===== src/rtl/ps2_key_tracker.sv =====
// PS/2 keyboard receiver for the pong paddles: conditions the raw lines, frames bytes,
// decodes make/break/extended sequences into a held-key vector and keeps a byte history.
module ps2_key_tracker #(
    parameter int unsigned FILTER_LEN     = 8,
    parameter int unsigned TIMEOUT_CYCLES = 200_000
) (
    input  logic        clk,
    input  logic        reset,
    input  logic        ps2_clk,
    input  logic        ps2_data,
    output logic [3:0]  key_held,
    output logic        code_valid,
    output logic [7:0]  code_byte,
    output logic [31:0] last_codes,
    output logic        frame_err
);
    localparam int unsigned FW = $clog2(FILTER_LEN + 1);
    localparam int unsigned IW = $clog2(TIMEOUT_CYCLES + 1);
    localparam logic [FW-1:0] FL_LAST  = FW'(FILTER_LEN - 1);
    localparam logic [FW-1:0] FCNT_ONE = FW'(1);
    localparam logic [IW-1:0] TO_LAST  = IW'(TIMEOUT_CYCLES - 1);
    localparam logic [IW-1:0] IDLE_ONE = IW'(1);

    typedef enum logic [1:0] {IDLE, SHIFT, PARITY, STOP} state_t;

    // Odd parity holds when data bits and parity bit together XOR to one
    function automatic logic odd_parity_ok(input logic [7:0] data, input logic par);
        return ^{data, par};
    endfunction

    logic          clk_meta_r, clk_sync_r, data_meta_r, data_sync_r;
    logic          clk_filt_r, data_filt_r, clk_filt_d_r;
    logic [FW-1:0] clk_fcnt_r, data_fcnt_r;
    logic          fall_s;
    state_t        state_r, state_n;
    logic [2:0]    bit_cnt_r, bit_cnt_n;
    logic [7:0]    shift_r, shift_n;
    logic          parity_r, parity_n;
    logic [IW-1:0] idle_cnt_r;
    logic          good_s, bad_frame_s, timeout_s, err_s;
    logic          ext_r, brk_r, code_valid_r, frame_err_r;
    logic [3:0]    key_held_r;
    logic [7:0]    code_byte_r;
    logic [31:0]   last_codes_r;

    // Two-flop synchronizers; lines idle high
    always_ff @(posedge clk) begin
        if (reset) begin
            clk_meta_r  <= 1'b1;
            clk_sync_r  <= 1'b1;
            data_meta_r <= 1'b1;
            data_sync_r <= 1'b1;
        end else begin
            clk_meta_r  <= ps2_clk;
            clk_sync_r  <= clk_meta_r;
            data_meta_r <= ps2_data;
            data_sync_r <= data_meta_r;
        end
    end

    // Clock glitch filter: level follows only after FILTER_LEN differing samples in a row
    always_ff @(posedge clk) begin
        if (reset) begin
            clk_filt_r <= 1'b1;
            clk_fcnt_r <= '0;
        end else if (clk_sync_r == clk_filt_r) begin
            clk_fcnt_r <= '0;
        end else if (clk_fcnt_r == FL_LAST) begin
            clk_filt_r <= clk_sync_r;
            clk_fcnt_r <= '0;
        end else begin
            clk_fcnt_r <= clk_fcnt_r + FCNT_ONE;
        end
    end

    // Data glitch filter, same rule as the clock
    always_ff @(posedge clk) begin
        if (reset) begin
            data_filt_r <= 1'b1;
            data_fcnt_r <= '0;
        end else if (data_sync_r == data_filt_r) begin
            data_fcnt_r <= '0;
        end else if (data_fcnt_r == FL_LAST) begin
            data_filt_r <= data_sync_r;
            data_fcnt_r <= '0;
        end else begin
            data_fcnt_r <= data_fcnt_r + FCNT_ONE;
        end
    end

    // Delayed filtered clock for falling-edge detection
    always_ff @(posedge clk) begin
        if (reset) begin
            clk_filt_d_r <= 1'b1;
        end else begin
            clk_filt_d_r <= clk_filt_r;
        end
    end

    assign fall_s    = clk_filt_d_r & ~clk_filt_r;
    assign timeout_s = (state_r != IDLE) && !fall_s && (idle_cnt_r == TO_LAST);
    assign err_s     = bad_frame_s | timeout_s;

    // Receiver state and frame registers
    always_ff @(posedge clk) begin
        if (reset) begin
            state_r   <= IDLE;
            bit_cnt_r <= 3'd0;
            shift_r   <= 8'h00;
            parity_r  <= 1'b0;
        end else begin
            state_r   <= state_n;
            bit_cnt_r <= bit_cnt_n;
            shift_r   <= shift_n;
            parity_r  <= parity_n;
        end
    end

    // Idle watchdog: any fall restarts it, a stalled frame expires it
    always_ff @(posedge clk) begin
        if (reset || state_r == IDLE || fall_s || timeout_s) begin
            idle_cnt_r <= '0;
        end else begin
            idle_cnt_r <= idle_cnt_r + IDLE_ONE;
        end
    end

    // Receiver next-state logic
    always_comb begin
        state_n     = state_r;
        bit_cnt_n   = bit_cnt_r;
        shift_n     = shift_r;
        parity_n    = parity_r;
        good_s      = 1'b0;
        bad_frame_s = 1'b0;
        case (state_r)
            IDLE: begin
                if (fall_s && !data_filt_r) begin
                    bit_cnt_n = 3'd0;
                    state_n   = SHIFT;
                end else begin
                    state_n = IDLE;
                end
            end
            SHIFT: begin
                if (fall_s) begin
                    shift_n[bit_cnt_r] = data_filt_r;
                    bit_cnt_n          = bit_cnt_r + 3'd1;
                    if (bit_cnt_r == 3'd7) begin
                        state_n = PARITY;
                    end else begin
                        state_n = SHIFT;
                    end
                end else begin
                    state_n = SHIFT;
                end
            end
            PARITY: begin
                if (fall_s) begin
                    parity_n = data_filt_r;
                    state_n  = STOP;
                end else begin
                    state_n = PARITY;
                end
            end
            STOP: begin
                if (fall_s) begin
                    state_n = IDLE;
                    if (data_filt_r && odd_parity_ok(shift_r, parity_r)) begin
                        good_s = 1'b1;
                    end else begin
                        bad_frame_s = 1'b1;
                    end
                end else begin
                    state_n = STOP;
                end
            end
            default: begin
                state_n = IDLE;
            end
        endcase
        if (timeout_s) begin
            state_n = IDLE;
        end else begin
            state_n = state_n;
        end
    end

    // Scan-code decoder and registered outputs
    always_ff @(posedge clk) begin
        if (reset) begin
            ext_r        <= 1'b0;
            brk_r        <= 1'b0;
            key_held_r   <= 4'b0000;
            code_valid_r <= 1'b0;
            frame_err_r  <= 1'b0;
            code_byte_r  <= 8'h00;
            last_codes_r <= 32'h0000_0000;
        end else begin
            code_valid_r <= good_s;
            frame_err_r  <= err_s;
            if (good_s) begin
                code_byte_r  <= shift_r;
                last_codes_r <= {last_codes_r[23:0], shift_r};
                if (shift_r == 8'hE0) begin
                    ext_r <= 1'b1;
                end else if (shift_r == 8'hF0) begin
                    brk_r <= 1'b1;
                end else begin
                    case ({ext_r, shift_r})
                        9'h01D:  key_held_r[3] <= ~brk_r;
                        9'h01B:  key_held_r[2] <= ~brk_r;
                        9'h175:  key_held_r[1] <= ~brk_r;
                        9'h172:  key_held_r[0] <= ~brk_r;
                        default: key_held_r    <= key_held_r;
                    endcase
                    ext_r <= 1'b0;
                    brk_r <= 1'b0;
                end
            end else if (err_s) begin
                ext_r <= 1'b0;
                brk_r <= 1'b0;
            end else begin
                ext_r <= ext_r;
                brk_r <= brk_r;
            end
        end
    end

    assign key_held   = key_held_r;
    assign code_valid = code_valid_r;
    assign code_byte  = code_byte_r;
    assign last_codes = last_codes_r;
    assign frame_err  = frame_err_r;
endmodule


===== config.mk =====
export PLATFORM = sky130hd
export DESIGN_NAME = ps2_key_tracker
export DESIGN_NICKNAME = d
export VERILOG_FILES = /design/src/rtl/ps2_key_tracker.sv
export SDC_FILE = /design/constraint.sdc
export NUM_CORES = 1
export LEC_CHECK = 0
export BUFFER_PORTS_ARGS = -buffer_cell sky130_fd_sc_hd__buf_2
export CAP_MARGIN = 20
export CORE_UTILIZATION = 35
export DETAILED_ROUTE_END_ITERATION = 6
export PLACE_DENSITY = 0.56
export SLEW_MARGIN = 25
export SYNTH_ARGS = -nofsm -noshare
export SYNTH_HDL_FRONTEND = slang
export SYNTH_SLANG_ARGS = --single-unit

===== constraint.sdc =====
create_clock -name clk -period 5.5 [get_ports clk]
set_input_delay 0.55 -clock clk [delete_from_list [all_inputs] [get_ports clk]]
set_output_delay 0.55 -clock clk [all_outputs]
set_load 0.1 [all_outputs]

==> results.md <==
- The level count of the clock H-tree is 3.
- The final weighted congestion of routability-driven global placement is 0.793.
- The post-synthesis register bit count is 87.
- The final count of pins violating max slew is 0.
- The portion of the clock cycle consumed by the worst path in the final layout is 40.7%.
- The count of port buffers added during placement is 49.
- The switching share of total power is 20.5%.
- Static timing analysis puts the maximum clock frequency at 447 MHz.
- The clock net sink count is 87.
- Row generation in the floorplan step produced 37 rows.
- The largest single stage delay on the critical path is 0.57 ns.
- The clock arrives with 0.0102 ns of skew.
- Entering global routing, the biggest net connects 55 pins.
- The aggregate global routing overflow is 0.
- IR analysis of the VDD net gives a maximum drop of 0.136 mV.
- The area growth from synthesis to final layout is 12.7%.
- The count of fill cells added during filler insertion is 1045.
- The width of the die is around 110 µm.
- The kind of critical path is reg2reg.
- Buffers inserted to repair hold after CTS numbered 0.
- The clock period could shrink to between 2 and 2.5 ns.
- The multi-input combinational cells in the finished layout cover a total of 0.00188 mm².
- The buffer depth of the longest clock path is 2.
- When the netlist entered floorplanning its net count stood at 405.
- The static power due to leakage is 1.62 nW.
- The number of antenna violations at the first check in global routing is 0.
- Dividing total power by cell area gives a power density of 256 mW/mm².
- The average via count per standard cell is 4.78.
- The post-placement setup slack is 3.18 ns.
- After synthesis, the cell types taking the most area are dfxtp_1 (46%), mux2i_1 (11%), nand2b_1 (7.1%).
- The combinational family with the most area after synthesis is simple AND/OR/NAND/NOR gates.
- The flow ran to the end, and the final reports show no timing, DRC or antenna violations.
- The average routed wire per standard cell is approximately 12 µm.
- Headroom to the max-slew limit came out at 47.9%.
- The total setup violations reported at the end of the flow is 0.
- The worst setup path is launched from a register.
- After synthesis, the share of cell area in mux cells is between 10% and 20%.
- The number of library cell types mapped by synthesis is between 40 and 50.
- The required time of the worst setup path is slightly below 6 ns.
- Setup repair after global routing left no endpoint under its margin.
- For this run, the total global-route usage over all layers was measured as 13.4%.
- The tree is rooted in a clkbuf_8.
- The repair_antennas step left the layout with diodes totalling 0.
- The residual DRC count is 0.
- For this run, the post-layout net count is 441.
- The number of violations reported at the end of detailed-routing iteration 0 is 136.
- The arrival time reported for the critical path endpoint is 2.51 ns.
- The wire-length estimate of the detail-placed layout is 4.86 mm.
- For this run, the leading register cell type out of synthesis is dfxtp_1.
- Yosys mapped a number of flops with a built-in enable equal to 0.
- The insertion delay of the later-clocked pin in the worst-skew pair is approximately 0.35 ns.
- At the pin with the least slew margin, the transition time is around 0.78 ns.
- The fraction of the mapped netlist area in compound gates is 4.23%.
- The mapped netlist covers 0.00379 mm².
- Of the total synthesized cell area, the portion taken by AND, OR, NAND and NOR gates is roughly 25%.
- The most prevalent standard cell on the critical path is xnor2_1.
- On the critical path, the stage with the largest delay is an instance of nand3_1.
- The cell type group with the largest total delay on the critical path is XOR/XNOR gates.
- Clock tree synthesis inserted a total of 9 buffers.
- The post-route netlist has 17.2% of its cells at a drive strength greater than 1.
- The die covers 0.0112 mm².
- Post-CTS repair changed the size of 0 cells.
- The number of max-capacitance violations reported is 0.
- The worst min-delay path category is in2reg.
- The storage element area is 0.00174 mm².
- The routed layout has about 2700 vias.
- The placeable core region is 0.0104 mm².
- For this configuration, the core starts out at a cell density of 36.3%.
- The portion of synthesized cell area occupied by the leading cell type is 46.0%.
- Registers are responsible for 57.7% of the overall power.
- The Yosys step of the flow raised 0 warnings.
- The cell type with the highest aggregate area in the netlist is dfxtp_1.
- The internal power of the cells is 870 µW.
- The clock network is responsible for 40.9% of the overall power.
- The average instance in the mapped netlist occupies 9.56 µm².
- The total detailed-routing wirelength is 7.10 mm.
- The number of instances in the synthesized netlist is 396.
- The combinational share of power is 1.4%.
- Summing the areas of all xor and xnor instances in the mapped netlist gives 7.34% of the synthesized area.
- The final sum of negative setup slack is 0 ns.
- The reported net switching power is 225 µW.
- The first global-routing pass estimated 12.0 mm of wire.
- The final worst setup slack is 3.26 ns.
- The count of endpoints failing hold in the final timing report was 0.
- The clock transition time at the flip-flop clock pins of the worst setup and hold paths is 0.08 ns.
- TritonCTS built the clock tree.
- Of all nets on the critical path, the largest fanout is 10.
- The adder and majority cell fraction of the synthesized area is around 1.7%.
- The height of the die is between 100 and 150 µm.
- The worst setup path is captured at a register.
- Buffers added to address setup during post-CTS repair amount to 0.
- The residual antenna-violating net count after detailed routing is 0.
- The first TritonRoute pass finished after 4 iterations.
- The async set-or-reset flop fraction in the synthesized netlist is 0%.
- The critical path goes through xnor2_1, xnor2_1, xor3_1, nand3_1, mux2i_1.
- The buffering stage count on the worst path with inverters included is 0.
- Sequential elements use 46.0% of the synthesized area.
- The number of global-route vias before repair is 2519.
- The top-level I/O count is 50.
[synth_stat cells (all sizes together) (5+ instances only)]
| library cell | number |
|---|---|
| dfxtp | 87 |
| nor2 | 47 |
| nand2b | 43 |
| mux2i | 41 |
| xnor2 | 21 |
| nand2 | 16 |
| buf | 14 |
| nand3 | 13 |
| clkbuf | 12 |
| a21oi | 11 |
| nor3 | 11 |
| xor2 | 8 |
| inv | 6 |
| nand4 | 6 |
| or3 | 6 |
| ha | 5 |
| or2 | 5 |
[registers in the layout (all words and copies together), names as in the netlist, 2 cells and up]
| name | flops |
|---|---|
| shift_r | 8 |
| clk_fcnt_r | 4 |
| bit_cnt_r | 3 |
| last_codes | 25 |
| data_fcnt_r | 4 |
| code_byte | 7 |
| state_r | 2 |
| key_held | 4 |
| idle_cnt_r | 18 |
[power by group through the flow]
stage	Sequential [mW]	Clock (mW)	Combinational, mW
after floorplan	0.647	0	0.0119
final	0.632	0.448	0.0152
after global placement	0.647	0	0.0148
after global routing	0.632	0.484	0.0167
after CTS	0.632	0.465	0.0153
after detailed placement	0.647	0	0.0153
[kinds of logic (layout without fill, tap and decap cells)]
logic type | Yosys count | count (layout)
and+or+nand+nor | 176 | 176
xor gates and xnor gates | 30 | 30
muxes | 41 | 41
buffers and inverters | 32 | 72
DFF | 87 | 87
adders and majority gates | 5 | 5
AOI/OAI and AO/OA | 25 | 25
[layout by cell type, fill, tap and decap left out, types with 3 or more instances in the layout]
master    instances
dfxtp_1          87
buf_2            49
nor2_1           47
nand2b_1         43
mux2i_1          41
xnor2_1          21
nand2_1          16
nand3_1          13
nor3_1           11
a21oi_1          11
clkbuf_8         11
xor2_1            8
inv_1             6
nand4_1           6
or2_2             5
ha_1              5
or3_1             4
o21ai_0           4
and3_1            4
nor2b_1           3
or4_1             3
nor3b_1           3
[worst paths after layout]
check / endpoint / slack, ns / from / depth (start not counted)
max: last_codes[22] / 3.26 / shift_r[2] / 5
min: clk_meta_r / 0.39 / ps2_clk / 2
min reg2reg: clk_sync_r / 0.42 / clk_meta_r / 1
max reg2reg: last_codes[22] / 3.26 / shift_r[2] / 5
[area by class of cell]
class,count,share of cell area (%)
clock buffer,12,3.64
clock inverter,3,0.997
timing repair buffer,51,6.10
sequential,87,40.8
tap,136,3.99
multi-input combinational,277,43.9
inverter,6,0.528
[stage by stage]
step | area, µm² | total power, mW | cells | utilization (%) | hold WS [ns]
detailed placement | 4070 | 0.662 | 557 | 39.1 | 0.398
global placement | 4070 | 0.662 | 557 | 39.1 | 0.396
global route | 4270 | 1.13 | 572 | 41.0 | 0.375
floorplan | 3790 | 0.659 | 396 | - | 0.389
finish | 4270 | 1.09 | 572 | 41.0 | 0.387
CTS | 4270 | 1.11 | 572 | 41.0 | 0.372
[routing by layer]
layer  up-vias  part of all wire, %  track usage [%]
met5         -                    0                0
met3         9                  3.6             2.64
met2        55                   43             20.7
li1       1411                    -                -
met1      1259                   51             17.8
met4         0                  1.6             6.55
Power figures use the tool's default switching activity.
